`config.mk`:
```
export PLATFORM = sky130hd
export DESIGN_NAME = ehgu_hamming_secded_dec
export DESIGN_NICKNAME = d
export VERILOG_FILES = /design/src/rtl/ehgu_hamming_secded_pkg.sv /design/src/rtl/ehgu_sat_cnt.sv /design/src/rtl/ehgu_hamming_secded_dec.sv
export SDC_FILE = /design/constraint.sdc
export NUM_CORES = 1
export LEC_CHECK = 0
export CAP_MARGIN = 5
export CELL_PAD_IN_SITES_DETAIL_PLACEMENT = 1
export CELL_PAD_IN_SITES_GLOBAL_PLACEMENT = 2
export CORE_MARGIN = 2
export CORE_UTILIZATION = 31
export CTS_BUF_LIST = sky130_fd_sc_hd__clkbuf_8
export CTS_CLUSTER_DIAMETER = 120
export CTS_CLUSTER_SIZE = 20
export DETAILED_ROUTE_END_ITERATION = 8
export PLACE_DENSITY_LB_ADDON = 0.25
export SYNTH_ARGS = -nofsm -noshare
export SYNTH_HDL_FRONTEND = slang
export SYNTH_SLANG_ARGS = --single-unit
```
`constraint.sdc`:
```
create_clock -name clk -period 1.9 [get_ports clk]
set_input_delay 0.285 -clock clk [delete_from_list [all_inputs] [get_ports clk]]
set_output_delay 0.285 -clock clk [all_outputs]
set_load 0.02 [all_outputs]
```
`src/rtl/ehgu_hamming_secded_pkg.sv`:
```
// Shared definitions for the ehgu extended-Hamming (SECDED) code.
//   N          : Hamming word length, excluding the overall parity bit
//   K          : data bits per codeword
//   P          : check bits per codeword (N-K)
//   codeword_t : extended codeword, [N-1:0] Hamming word, [N] overall parity
//   SKIP_MASK  : 1 at every index holding a check bit (position 2^j)
//   calc_syndrome / extract_data : pure helpers shared by encoder and decoder
package ehgu_hamming_secded_pkg;

  localparam int N = 7;
  localparam int K = 4;
  localparam int P = N - K;

  typedef logic [N:0]   codeword_t;
  typedef logic [K-1:0] data_t;
  typedef logic [P-1:0] syn_t;

  // Index i holds 1-based position i+1; check bits sit at powers of two.
  function automatic logic [N-1:0] gen_skip_mask();
    logic [N-1:0] m;
    m = '0;
    for (int j = 0; j < P; j++) begin
      m[(1 << j) - 1] = 1'b1;
    end
    return m;
  endfunction

  localparam logic [N-1:0] SKIP_MASK = gen_skip_mask();

  // Syndrome bit j covers every position whose index has bit j set,
  // the check bit itself included, so a clean word yields zero.
  function automatic syn_t calc_syndrome(input codeword_t code);
    syn_t s;
    s = '0;
    for (int i = 0; i < N; i++) begin
      for (int j = 0; j < P; j++) begin
        if (((i + 1) >> j) % 2 == 1) begin
          s[j] = s[j] ^ code[i];
        end
      end
    end
    return s;
  endfunction

  // Data bits are packed from the lowest non-check position upward.
  // Shifting in at the MSB leaves the first data bit found at bit 0.
  function automatic data_t extract_data(input codeword_t code);
    data_t d;
    d = '0;
    for (int i = 0; i < N; i++) begin
      if (!SKIP_MASK[i]) begin
        d = {code[i], d[K-1:1]};
      end
    end
    return d;
  endfunction

endpackage

```
`src/rtl/ehgu_sat_cnt.sv`:
```
// Saturating event counter.
//   clk : clock
//   rst : synchronous active-high reset, clears the count
//   clr : synchronous clear, wins over a same-cycle increment
//   inc : count one event
//   cnt : current count, holds at all-ones
module ehgu_sat_cnt #(
  parameter int CW = 16
) (
  input  logic          clk,
  input  logic          rst,
  input  logic          clr,
  input  logic          inc,
  output logic [CW-1:0] cnt
);

  // NOTE: state is updated with <= so every flop samples pre-edge values.
  always_ff @(posedge clk) begin
    if (rst || clr) begin
      cnt <= '0;
    end else if (inc && (cnt != '1)) begin
      cnt <= cnt + CW'(1);
    end
  end

endmodule

```
`src/rtl/ehgu_hamming_secded_dec.sv`:
```
// Two-stage streaming SECDED decoder for the ehgu extended Hamming code.
//   clk, rst        : clock, synchronous active-high reset
//   in_valid/ready  : input handshake; in_code = {overall parity, Hamming word}
//   out_valid/ready : output handshake
//   out_data        : corrected data (uncorrected extraction on double error)
//   out_syn         : raw syndrome
//   out_err_sgl     : single error corrected (including the parity bit itself)
//   out_err_dbl     : uncorrectable error
//   cnt_clr         : clear both status counters
//   cnt_sgl/cnt_dbl : saturating counts of delivered single/double results
// Stage 1 registers codeword, syndrome and overall mismatch; stage 2
// registers the corrected data and flags. One global stall freezes both.
module ehgu_hamming_secded_dec
  import ehgu_hamming_secded_pkg::*;
#(
  parameter int CW = 16
) (
  input  logic          clk,
  input  logic          rst,
  input  logic          in_valid,
  output logic          in_ready,
  input  logic [N:0]    in_code,
  output logic          out_valid,
  input  logic          out_ready,
  output logic [K-1:0]  out_data,
  output logic [P-1:0]  out_syn,
  output logic          out_err_sgl,
  output logic          out_err_dbl,
  input  logic          cnt_clr,
  output logic [CW-1:0] cnt_sgl,
  output logic [CW-1:0] cnt_dbl
);

  logic      stall;
  logic      s1_valid;
  codeword_t s1_code;
  syn_t      s1_syn;
  logic      s1_op;

  codeword_t pos_onehot;
  codeword_t fix_code;
  logic      syn_nz;
  logic      syn_in_range;
  logic      nxt_sgl;
  logic      nxt_dbl;
  data_t     nxt_data;

  assign stall    = out_valid & ~out_ready;
  assign in_ready = ~stall;

  // ---------------- stage 1 ----------------
  always_ff @(posedge clk) begin
    if (rst) begin
      s1_valid <= 1'b0;
    end else if (!stall) begin
      s1_valid <= in_valid;
    end
  end

  // NOTE: payload registers carry no reset; s1_valid alone qualifies them.
  always_ff @(posedge clk) begin
    if (!stall && in_valid) begin
      s1_code <= in_code;
      s1_syn  <= calc_syndrome(in_code);
      s1_op   <= ^in_code;
    end
  end

  // ---------------- stage 2 decode ----------------
  // Bit 'syn' of pos_onehot marks the erroneous position; shifting it down
  // by one maps position to index. A syndrome beyond N shifts out entirely,
  // which is how an out-of-range syndrome is recognised.
  // NOTE: every always_comb output gets a default first so no latch forms.
  always_comb begin
    pos_onehot   = codeword_t'(1) << s1_syn;
    fix_code     = s1_code ^ (pos_onehot >> 1);
    syn_nz       = |s1_syn;
    syn_in_range = |pos_onehot;
    nxt_sgl      = s1_op & (~syn_nz | syn_in_range);
    nxt_dbl      = syn_nz & (~s1_op | ~syn_in_range);
    nxt_data     = extract_data(nxt_sgl ? fix_code : s1_code);
  end

  always_ff @(posedge clk) begin
    if (rst) begin
      out_valid   <= 1'b0;
      out_data    <= '0;
      out_syn     <= '0;
      out_err_sgl <= 1'b0;
      out_err_dbl <= 1'b0;
    end else if (!stall) begin
      out_valid <= s1_valid;
      if (s1_valid) begin
        out_data    <= nxt_data;
        out_syn     <= s1_syn;
        out_err_sgl <= nxt_sgl;
        out_err_dbl <= nxt_dbl;
      end
    end
  end

  // ---------------- status counters ----------------
  ehgu_sat_cnt #(.CW(CW)) u_cnt_sgl (
    .clk (clk),
    .rst (rst),
    .clr (cnt_clr),
    .inc (out_valid & out_ready & out_err_sgl),
    .cnt (cnt_sgl)
  );

  ehgu_sat_cnt #(.CW(CW)) u_cnt_dbl (
    .clk (clk),
    .rst (rst),
    .clr (cnt_clr),
    .inc (out_valid & out_ready & out_err_dbl),
    .cnt (cnt_dbl)
  );

endmodule

```
Word-level counts from Yosys, hierarchy flattened
Index checks and enable logic that the tools add are counted.

ROM bits: 0. Logic and storage cells: 58. Memories kept: 0. RAM bits: 0. Latch bits: 0. Register bits after elaboration: 54. Input port bits: 13.

Equal/unequal tests: 2. Reductions and logical operators: 9. Muxes and demuxes: 10. Multipliers: 0. Shifts and indexed selects: 1. Divide/modulo/power cells: 0. Magnitude comparators: 0. Add/sub/neg operators: 2. Bitwise logic cells: 23.

Operator list (count): 16-bit by 1-bit adder with 16-bit output (second input constant) (2); 16-bit != test (second input constant) (2); 1-bit two-way mux (9); 1-bit XOR (9); 8-bit OR reduction (1); 8-bit XOR reduction (1); 1-bit by 3-bit left shift with 8-bit output (first input constant) (1); 7-bit two-way mux (1); 7-bit XOR (1); 1-bit AND (6); 1-bit inverter (5); 1-bit logical AND (3); 3-bit OR reduction (1); 1-bit OR (2); 2-bit AND reduction (1); 1-bit logical NOT (1); 1-bit logical OR (1).

Logic depth before layout (Yosys ltp)
Word-level depth: 10. Gate-level depth with buffers: 6. Depth with buffers taken out: 5.

Modules after synthesis
A second synthesis with hierarchy kept.

Cells, all modules: 267. Area total of the unflattened synthesis: 2541.2 µm².

Modules (own cells, without submodules): ehgu_sat_cnt (times used 2, area each 847.1 µm², sequential area each 320.3 µm², cells each 95); ehgu_hamming_secded_dec (times used 1, area each 847.1 µm², sequential area each 460.4 µm², cells each 77).

Worst setup path before layout
Ideal clock, no wire load.

Kind: reg2reg. Start: reg u_cnt_sgl.cnt[0]. End: reg u_cnt_sgl.cnt[9]. Path buffers: 1. Path slack: 0.040 ns. Cell stages (with the launch flop): 6. Arrival time: 1.743 ns. Setup time: 0.116 ns. Cell sequence: dfxtp_1 -> ha_1 -> nand3_1 -> clkbuf_1 -> or3_2 -> a41o_2.

Word-level cells in the longest chain between the ends: 2. Elaborated cells on any way between the ends: 3.

Ends and longest elaborated chain: from (decl) (line ehgu_sat_cnt.sv:14) `output logic [CW-1:0] cnt`; from (signal assigned) (line ehgu_sat_cnt.sv:22) `cnt <= cnt + CW'(1);`; branches (longest 2 deep; another with 16-bit by 1-bit adder with 16-bit output).

Parallel ways; which one is timed is not known. A chain may end at the register's enable or synchronous reset.

Worst setup path after layout
Start: reg u_cnt_dbl.cnt[0]. End: reg u_cnt_dbl.cnt[15].

Word-level cells in the longest chain between the ends: 2. Elaborated cells on any way between the ends: 3.

Ends and longest elaborated chain (line): from (decl) (ehgu_sat_cnt.sv:14); from (signal assigned) (ehgu_sat_cnt.sv:22); branches (longest 2 deep; another with 16-bit by 1-bit adder with 16-bit output).

Parallel ways; which one is timed is not known.

==> out/metrics.cfg <==
[worst_setup_path]
setup.worst_path.class=reg2reg
cp_max_fo=6
rr_startpoint=u_cnt_dbl.cnt[0]
critPathCaptureType=register
cp.arrival_ps=2030
start_kind=register
critPathRequiredTime_ps=2150
r2r-end=u_cnt_dbl.cnt[15]
rr_worst_depth=5
reg2reg_slack_ps=120

[sta]
finalHoldViolations=0
skew_ps=7.18
slew_headroom_pct=71.8
max_freq_ghz=0.560
final-setup-viol-count=0
min_period_over_period_pct=93.9
fin_crit_ps=1780
tightest_slew_ps=412
slew_violations=0
rsz0062_at_grt=false
holdWs_ps=472

[cts]
postCtsHoldBufs=0
clock_path_buffers=2
postCtsResizedCells=0
path_clk_slew_ps=100
cts_tree=yes
cts_made_buffers=5
cts_sinks=51
cts_htree_levels=2
post-cts-setup-buffer-count=0
clock_latency_ps=310
cts-root-buf=clkbuf_8

[placement]
placedCellCount=446
gp_congestion=0.789
io_buffers=55
place_hpwl_um=4830

[status]
status=finished clean

[finish]
diodes=0
drive_gt1_share_pct=14.8
area_growth_pct=43.4
final-instance-count-excl-fill=454
fillers=890
nNetsFinal=366

[flow_run]
maxCapViolations=0

[logic_synthesis]
synthDistinctLibCells=44
syn_area_mm2=0.00242
synth_top_area_share_pct=35.6
post_synth.cell_area_avg_um2=9.08
synth_fp_nets=281
synthArstFlopShare_pct=0
yosys.area.top_type=dfxtp_1
synthCells=266
ys_warn_count=0
ys_seq_area_share_pct=45.6
synth_seq_cells=51
synth_edf_count=8
synth_top_flop_cell=dfxtp_1
synth.area.top_cells=dfxtp_1, edfxtp_1, a21oi_1

[drt]
drt-total-wl_um=6380
vias_per_cell=5.13
route.detailed.drc=0
drt-initial-drc-count=39
antenna_left=0
avgRoutedWirePerCell_um=14.0
firstDrtPassIters=4
vias=2331

[power]
power_leakage_nw=1.15
ir_drop_mv=0.316
powerDensity_mw_per_mm2=593

[hold_path]
holdCritStartpoint=out_syn[0]
holdCritPathClass=reg2reg
hold_path_depth=2
hold_path_end=out_syn[0]

[global_routing]
grt-ovfl-total=0
grt.total_usage_pct=15.6
grt_antenna_before_repair=0
grt_pass1_vias=2251
grt_max_degree=18
grt_pass1_wl_um=10700

[die]
dieArea_mm2=0.00852
start_util_pct=31.6
die_h_um=92.3
num_rows=32
die_w_um=92.3
ioPinCount=56
coreArea_mm2=0.00765

[kinds of logic (layout without fill, tap and decap cells)]
group | Yosys count | count (layout) | synth area share [%]
AND/OR/NAND/NOR | 111 | 111 | 25.9
AO/OA/AOI/OAI | 67 | 67 | 17.9
flip-flops | 51 | 51 | 45.6
XOR/XNOR | 16 | 16 | 5.80
buffers and inverters | 16 | 102 | 2.54
multiplexers | 3 | 3 | 1.24
adder cells (fa/ha/maj) | 2 | 2 | 1.04
[synth_stat cells (2+ instances only)]
master     n
nand3_1   15
and2_1     3
o41ai_1    3
o21a_1     2
a31oi_1    3
and3_1     4
nor2_1    17
clkbuf_1   8
nor3_1     7
nand2b_1   2
mux2i_1    3
dfxtp_1   43
or4_1      6
nand4_1    7
a21oi_1   25
nand4b_1   3
xor2_1     7
ha_1       2
inv_1      7
a211oi_1   6
xnor2_1    9
edfxtp_1   8
o21ai_0   11
o31a_1     3
nand3b_1   2
o211a_1    2
or3_1     12
nand2_1   20
and4_1     2
nor4_1     5
o31ai_1    6
[registers in the layout, indices dropped and copies added, names as in the netlist]
| name | flops |
|---|---|
| out_data | 4 |
| out_err_dbl | 1 |
| out_err_sgl | 1 |
| out_syn | 3 |
| out_valid | 1 |
| s1_code | 4 |
| s1_op | 1 |
| s1_syn | 3 |
| s1_valid | 1 |
| u_cnt_dbl.cnt | 16 |
| u_cnt_sgl.cnt | 16 |
[cells in the final DEF, fill, tap and decap left out, types with 3 or more instances in the layout]
cell / netlist / final
or4_1: 6 / 6
mux2i_1: 3 / 3
buf_12: 0 / 3
inv_1: 7 / 7
nand2_1: 20 / 20
a31oi_1: 3 / 3
edfxtp_1: 8 / 8
o21ai_0: 11 / 11
o31a_1: 3 / 3
nor4_1: 5 / 4
or3_1: 12 / 12
clkdlybuf4s50_1: 0 / 54
nand4b_1: 3 / 3
a211oi_1: 6 / 6
xnor2_1: 9 / 9
a21oi_1: 25 / 24
buf_4: 0 / 29
clkbuf_8: 0 / 5
nand4_1: 7 / 7
and3_1: 4 / 3
and2_1: 3 / 3
nand3_1: 15 / 14
nor2_1: 17 / 17
o31ai_1: 6 / 6
xor2_1: 7 / 7
dfxtp_1: 43 / 43
nor3_1: 7 / 7
[worst max-delay path by stage]
stage          depth (start not counted)           endpoint  slack, ps               from
6_report                               5  u_cnt_dbl.cnt[15]        120   u_cnt_dbl.cnt[0]
5_1_grt                                4  u_cnt_sgl.cnt[15]         20  u_cnt_sgl.cnt[11]
4_1_cts                                3           in_ready         20          out_ready
3_5_place_dp                           5  u_cnt_dbl.cnt[15]       -120          out_ready
3_3_place_gp                           7  u_cnt_sgl.cnt[12]        -90          out_ready
2_1_floorplan                          5   u_cnt_sgl.cnt[9]         40   u_cnt_sgl.cnt[0]
[routing by layer]
layer,wire (um),vias up,track usage (%)
met1,3030,1111,20.7
met5,0,-,0
met4,76,0,4.48
met2,3060,43,25.7
met3,207,6,3.29
li1,-,1171,-
[critical path, stage by stage (launching register included)]
cell	delay, ps
dfxtp_1	370
ha_1	230
and3_2	260
nor3b_2	200
or4_1	520
a21oi_2	140
[metrics by stage]
step / power (mW) / setup TNS, ps / worst slack (ps) / cell area [um2] / utilization, %
3_3_place_gp: 1.42 / -278 / -90.5 / 3340 / 43.6
5_1_grt: 2.14 / 0 / 16.5 / 3460 / 45.3
3_5_place_dp: 1.42 / -744 / -125 / 3340 / 43.6
4_1_cts: 2.08 / 0 / 20.8 / 3430 / 44.8
6_report: 2.05 / 0 / 115 / 3460 / 45.3
2_1_floorplan: 1.31 / 0 / 40.3 / 2420 / -
[report_power, final]
part	internal (mW)	total, mW	switching [mW]
Sequential	1.14	1.17	0.0344
Clock	0.264	0.660	0.396
Combinational	0.116	0.221	0.104
[area by class of cell]
cell class | instances | area (um2) | share of cell area, %
timing repair buffer | 87 | 831 | 24.0
clock inverter | 3 | 23.8 | 0.686
sequential | 51 | 1100 | 31.8
clock buffer | 5 | 68.8 | 1.99
inverter | 7 | 26.3 | 0.758
tap | 102 | 128 | 3.68
multi-input combinational | 199 | 1290 | 37.1
(Power assumes the default switching activity.)
